### src/rtl/tick_generator.sv
// Programmable down-counting tick source with continuous and one-shot modes.
// Optional prescaler on the decrement enable: define TICK_PRESCALE_EN.
module tick_generator #(
    parameter int unsigned WIDTH    = 10,
    parameter int unsigned PRESCALE = 4
) (
    input  logic             clock,
    input  logic             reset,
    input  logic             start,
    input  logic             stop,
    input  logic             oneshot,
    input  logic [WIDTH-1:0] period,
    output logic             tick,
    output logic             busy,
    output logic             expired,
    output logic [WIDTH-1:0] remaining
);

    typedef enum logic [1:0] {
        S_IDLE    = 2'd0,
        S_RUN     = 2'd1,
        S_EXPIRED = 2'd2
    } state_t;

    state_t           state_q, state_d;
    logic [WIDTH-1:0] remaining_q, remaining_d;
    logic [WIDTH-1:0] period_q, period_d;
    logic             oneshot_q, oneshot_d;
    logic             tick_q, tick_d;
    logic             dec_en;

`ifdef TICK_PRESCALE_EN
    localparam int unsigned PSW = (PRESCALE > 1) ? $clog2(PRESCALE) : 1;
    localparam logic [PSW-1:0] PSC_LAST = PSW'(PRESCALE - 1);

    logic [PSW-1:0] psc_q, psc_d;

    assign dec_en = (psc_q == PSC_LAST);

    always_comb begin
        psc_d = psc_q;
        if (stop || start || (state_q != S_RUN)) begin
            psc_d = '0;
        end else if (dec_en) begin
            psc_d = '0;
        end else begin
            psc_d = psc_q + PSW'(1);
        end
    end

    always_ff @(posedge clock) begin
        if (reset) begin
            psc_q <= '0;
        end else begin
            psc_q <= psc_d;
        end
    end
`else
    assign dec_en = 1'b1;
`endif

    always_comb begin
        state_d     = state_q;
        remaining_d = remaining_q;
        period_d    = period_q;
        oneshot_d   = oneshot_q;
        tick_d      = 1'b0;

        if (stop) begin
            state_d     = S_IDLE;
            remaining_d = '0;
        end else if (start) begin
            state_d     = S_RUN;
            remaining_d = period;
            period_d    = period;
            oneshot_d   = oneshot;
        end else begin
            case (state_q)
                S_RUN: begin
                    if (dec_en) begin
                        if (remaining_q != '0) begin
                            remaining_d = remaining_q - WIDTH'(1);
                        end else begin
                            // Expiry: pulse next cycle, then reload or park in EXPIRED.
                            tick_d = 1'b1;
                            if (oneshot_q) begin
                                state_d     = S_EXPIRED;
                                remaining_d = '0;
                            end else begin
                                remaining_d = period_q;
                            end
                        end
                    end
                end
                S_EXPIRED: begin
                    remaining_d = '0;
                end
                S_IDLE: begin
                    remaining_d = '0;
                end
                default: begin
                    state_d     = S_IDLE;
                    remaining_d = '0;
                end
            endcase
        end
    end

    always_ff @(posedge clock) begin
        if (reset) begin
            state_q     <= S_IDLE;
            remaining_q <= '0;
            period_q    <= '0;
            oneshot_q   <= 1'b0;
            tick_q      <= 1'b0;
        end else begin
            state_q     <= state_d;
            remaining_q <= remaining_d;
            period_q    <= period_d;
            oneshot_q   <= oneshot_d;
            tick_q      <= tick_d;
        end
    end

    assign tick      = tick_q;
    assign busy      = (state_q == S_RUN);
    assign expired   = (state_q == S_EXPIRED);
    assign remaining = remaining_q;

endmodule
### config.mk
export PLATFORM = sky130hd
export DESIGN_NAME = tick_generator
export DESIGN_NICKNAME = d
export VERILOG_FILES = /design/src/rtl/tick_generator.sv
export SDC_FILE = /design/constraint.sdc
export NUM_CORES = 1
export LEC_CHECK = 0
export ABC_AREA = 0
export CAP_MARGIN = 20
export CORE_MARGIN = 5
export CORE_UTILIZATION = 52
export DETAILED_ROUTE_END_ITERATION = 16
export GPL_ROUTABILITY_DRIVEN = 1
export PLACE_DENSITY = 0.81
export SLEW_MARGIN = 0
export SYNTH_ARGS = -nofsm -noshare
export SYNTH_HDL_FRONTEND = slang
export SYNTH_SLANG_ARGS = --single-unit
export TNS_END_PERCENT = 10
### constraint.sdc
create_clock -name clock -period 3.2 [get_ports clock]
set_input_delay 0.48 -clock clock [delete_from_list [all_inputs] [get_ports clock]]
set_output_delay 0.48 -clock clock [all_outputs]
set_load 0.02 [all_outputs]
-- Word-level counts from Yosys, hierarchy flattened
Index checks and enable logic that the tools add are counted.
- bits in registers: 24
- latch bits: 0
- RAM bits: 0
- ROM bits: 0
- input bits: 15
- output and inout bits: 13
- logic and storage cells: 35
- memories kept: 0
- add/sub/neg operators: 1
- multipliers: 0
- div/mod/pow operators: 0
- magnitude comparators: 0
- eq/ne operators: 7
- shift-type cells: 0
- multiplexer cells: 9
- bitwise logic cells: 3
- reductions and logical operators: 9
- operators with widths (operator ; number):
    10-bit two-way mux ; 4
    10-bit nonzero test ; 1
    10-bit by 1-bit subtractor with 10-bit output, second input constant ; 1
    3-bit AND reduction ; 2
    2-bit two-way mux ; 2
    2-bit by 1-bit inequality test with 1-bit output, second input constant ; 2
    2-bit one-hot mux with 2 select lines ; 1
    2-bit OR reduction ; 2
    4-bit OR reduction ; 1
    3-bit by 2-bit inequality test with 1-bit output, second input constant ; 1
    3-bit inequality test, second input constant ; 1
    1-bit NOT ; 3
    3-bit OR reduction ; 1
    2-bit by 1-bit == test with 1-bit output, second input constant ; 1
    2-bit == test, second input constant ; 1
    2-bit logical NOT ; 1
    1-bit two-way mux ; 2
    2-bit inequality test, second input constant ; 1
    2-bit AND reduction ; 1

-- Depth between registers and ports, before layout
- depth in word-level cells: 4
- mapped depth: 7
- mapped depth without buffers: 6

-- Least setup slack after synthesis
OpenSTA, ideal clock, no wires.
- path kind: flip-flop to flip-flop
- start: register remaining_q[3] (netlist: remaining[3])
- end: register remaining_q[4] (netlist: remaining[4])
- setup time: 117 ps
- arrival time: 1826 ps
- required time: 3083 ps
- path slack: 1257 ps
- cell stages (with the launch flop): 6
- path buffers: 1
- clock period less this slack: 1943 ps
- cells stage by stage: dfxtp_1 or4_4 nor4b_4 buf_6 o21ai_1 a32o_1
- word-level cells in the longest chain between the ends: 4
- elaborated cells between the ends (all ways): 5
- those cells by class: 1 x add/sub; 3 x mux; 1 x reduce/logical
- ends and longest elaborated chain (item ; RTL line ; RTL):
    from (decl) ; 26 ; logic [WIDTH-1:0] remaining_q, remaining_d;
    from (signal assigned) ; 118 ; remaining_q <= remaining_d;
    10-bit by 1-bit subtractor with 10-bit output / 10-bit nonzero test (equally long branches) ; 82, 81 ;
    10-bit two-way mux * ; 81 ; if (remaining_q != '0) begin
    10-bit two-way mux * ; 78 ; case (state_q)
    10-bit two-way mux * ; 72 ; end else if (start) begin
Every way passes the cells marked *; elsewhere a longest branch is shown, timed or not.
A chain may end at the register's enable or synchronous reset.

-- Final worst setup path
- start: register remaining_q[3] (netlist: remaining[3])
- end: register remaining_q[1] (netlist: remaining[1])
- word-level cells in the longest chain between the ends: 4
- ends and longest elaborated chain (item ; RTL line):
    10-bit nonzero test ; 81
    10-bit two-way mux ; 81
    10-bit two-way mux ; 78
    10-bit two-way mux ; 72
No other way between the ends.

==> impl_results.md <==
* Status: completed
* Worst Path Max Fanout at 14
* Mapped Cells at 136
* Ys async rst share at 0
* Clk_lat worst skew at 0.33 ns
* Leakage at 0.541 nW
* Worst hold slack at 0.465 ns
* Arr. time, crit path at 2.55 ns
* Die width at 57.2 um
* Max cap viols at 0
* Router iterations before antenna repair at 4
* CTS tree: done
* Post-Syn Area at 1160 um2
* HP Class: flip-flop to flip-flop
* Type of element capturing the critical path: flip-flop
* First-pass GRT wire length at 4.89 mm
* Fillers at 177
* Commonest non-fill, non-tap cell in the layout: clkdlybuf4s50_1
* Final Setup Violations at 0
* Vias post-DR at 1108
* Post-Route WL at 2.93 mm
* Sink Count at 24
* Synth Register Bits at 24
* Share of cells above drive strength 1 at 0.0864
* Initial core utilization at 0.533
* Largest net degree at the start of global routing at 17
* Vias in the first global route at 1007
* IO buf count at 27
* VDD IR max at 384 uV
* N_diodes at 0
* CP Launch Type: flip-flop
* H-tree depth at 1
* Cell Pwr Density at 467 nW/um2
* Final nets at 179
* GRT overflow at 0
* Via/cell ratio at 5.83
* Final Non-Filler Cells at 190
* Slew Limit Headroom at 0.490
* Clock slew at reported path FFs at 0.14 ns
* Die height at 57.2 um
* Post-Layout Inst Area at 1490 um2
* Final Total Pwr at 0.694 mW
* Period Utilization, post-route at 0.724
* Dpl cell area at 1440 um2
* # IOs at 28
* Initial DRC Count at 52
* Antenna violations before repair at 0
* Commonest non-fill, non-tap cells in the layout: clkdlybuf4s50_1, nand2_1, dfxtp_1, a21oi_1, inv_1
* Synth warn at 0
* Worst slew pin tran at 0.762 ns
* Syn_nets at 152
* ANT nets after route at 0
* # rows at 17
* Crit Path Class: flip-flop to flip-flop
* Root buffer cell: clkbuf_4
* # hold bufs at CTS at 0
* Clk_skew at 0.00515 ns
* Cell variety after synth at 36
* Area Overhead vs Synth at 28.7%
* Num CTS Buffers at 3
* Worst EP required at 3.43 ns
* Total track usage at 0.189
* Mean area per synthesized cell at 8.50 um2
* Post-synth EDFFs at 0
* Placed Instances at 186
* Max Clk Rate at 432 MHz
* DRC at 0
* Top_reg_cell synth: dfxtp_1
* Gp weighted congestion at 0.805
* Total setup buffers inserted after CTS at 0
* Max Slew Vio Count at 0
* Post-cts resize count at 0
* Dpl hpwl at 2.23 mm
* RSZ-0062 raised after global routing: no
* Fin Setup TNS at 0 ns
* Final hold violation count at 0
* Full die area at 3270 um2
* Bufs on Longest Clock Path at 2
* Core ar. at 2170 um2
* Post-synthesis sequential area ratio at 0.416
* Wire length per cell at 15.4 um
* Tmin final at 2.32 ns
==> stage by stage <==
stage          setup slack (ns)  utilization
2_1_floorplan              1.26            -
3_3_place_gp              0.915        0.661
3_5_place_dp              0.892        0.661
6_report                  0.884        0.686
5_1_grt                   0.751        0.686
4_1_cts                   0.868        0.686
==> area by class of cell <==
cell class / count / area (um2) / share of cell area
Tap cell: 28 / 35.0 / 0.0235
Multi-Input combinational cell: 97 / 608 / 0.409
Inverter: 9 / 33.8 / 0.0227
Sequential cell: 24 / 480 / 0.323
Clock inverter: 1 / 30.0 / 0.0202
Timing Repair Buffer: 28 / 278 / 0.187
Clock buffer: 3 / 22.5 / 0.0151
==> power breakdown <==
part,leakage [nW],total (mW),internal [mW],switching (mW)
Clock,0.0279,0.225,0.127,0.0980
Sequential,0.196,0.324,0.311,0.0124
Combinational,0.318,0.146,0.0668,0.0788
Total,0.541,0.694,0.505,0.189
==> registers in the layout, summed over array words and instances, names as in the netlist <==
register and count:
tick 1, period_q 10, remaining 10, oneshot_q 1, state_q 2
==> cell usage after synthesis, drive strengths merged, types with 2 or more instances <==
| master | count | area share |
|---|---|---|
| clkbuf | 4 | 0.013 |
| or4 | 2 | 0.017 |
| inv | 9 | 0.029 |
| a31oi | 2 | 0.011 |
| a32oi | 2 | 0.015 |
| nor4 | 2 | 0.011 |
| a21oi | 13 | 0.056 |
| a32o | 3 | 0.026 |
| dfxtp | 24 | 0.42 |
| a211oi | 4 | 0.026 |
| buf | 2 | 0.016 |
| xor2 | 3 | 0.023 |
| nand2 | 24 | 0.078 |
| nor3 | 6 | 0.026 |
| o21ai | 7 | 0.030 |
| nand2b | 4 | 0.022 |
| a221o | 3 | 0.026 |
| nor2 | 6 | 0.019 |
| a2111oi | 2 | 0.026 |
| or3 | 2 | 0.012 |
==> layer usage <==
metal	vias to the layer above	part of all wire	global-route usage
met5	-	0	0
met4	0	0.017	0.0596
met3	7	0.093	0.0407
met2	61	0.47	0.277
met1	496	0.42	0.274
li1	544	-	-
==> cells by family (layout without fill, tap and decap cells) <==
| logic type | after synthesis | after routing | synth area share |
|---|---|---|---|
| AOI/OAI and AO/OA | 39 | 39 | 0.238 |
| and+or+nand+nor | 52 | 52 | 0.238 |
| DFF | 24 | 24 | 0.416 |
| adders and majority gates | 1 | 1 | 0.0108 |
| muxes | 1 | 1 | 0.00866 |
| buffers and inverters | 15 | 41 | 0.0584 |
| xor gates and xnor gates | 4 | 4 | 0.0303 |
==> critical path, cell delays in order, from the launching register on <==
cell	delay (ns)
dfxtp_1	0.39
or4_4	0.59
nor4b_4	0.71
a211oi_1	0.15
a2111oi_2	0.37
==> final timing paths <==
path,from,cells past startpoint,slack [ns],to
min,period_q[2]$_SDFFE_PP0P_,2,0.47,period_q[2]$_SDFFE_PP0P_
max reg2reg,remaining[3]$_SDFF_PP0_,4,0.88,remaining[1]$_SDFF_PP0_
max,remaining[3]$_SDFF_PP0_,4,0.88,remaining[1]$_SDFF_PP0_
min reg2reg,period_q[2]$_SDFFE_PP0P_,2,0.47,period_q[2]$_SDFFE_PP0P_
Note: power is estimated with default switching activity, not from simulation.
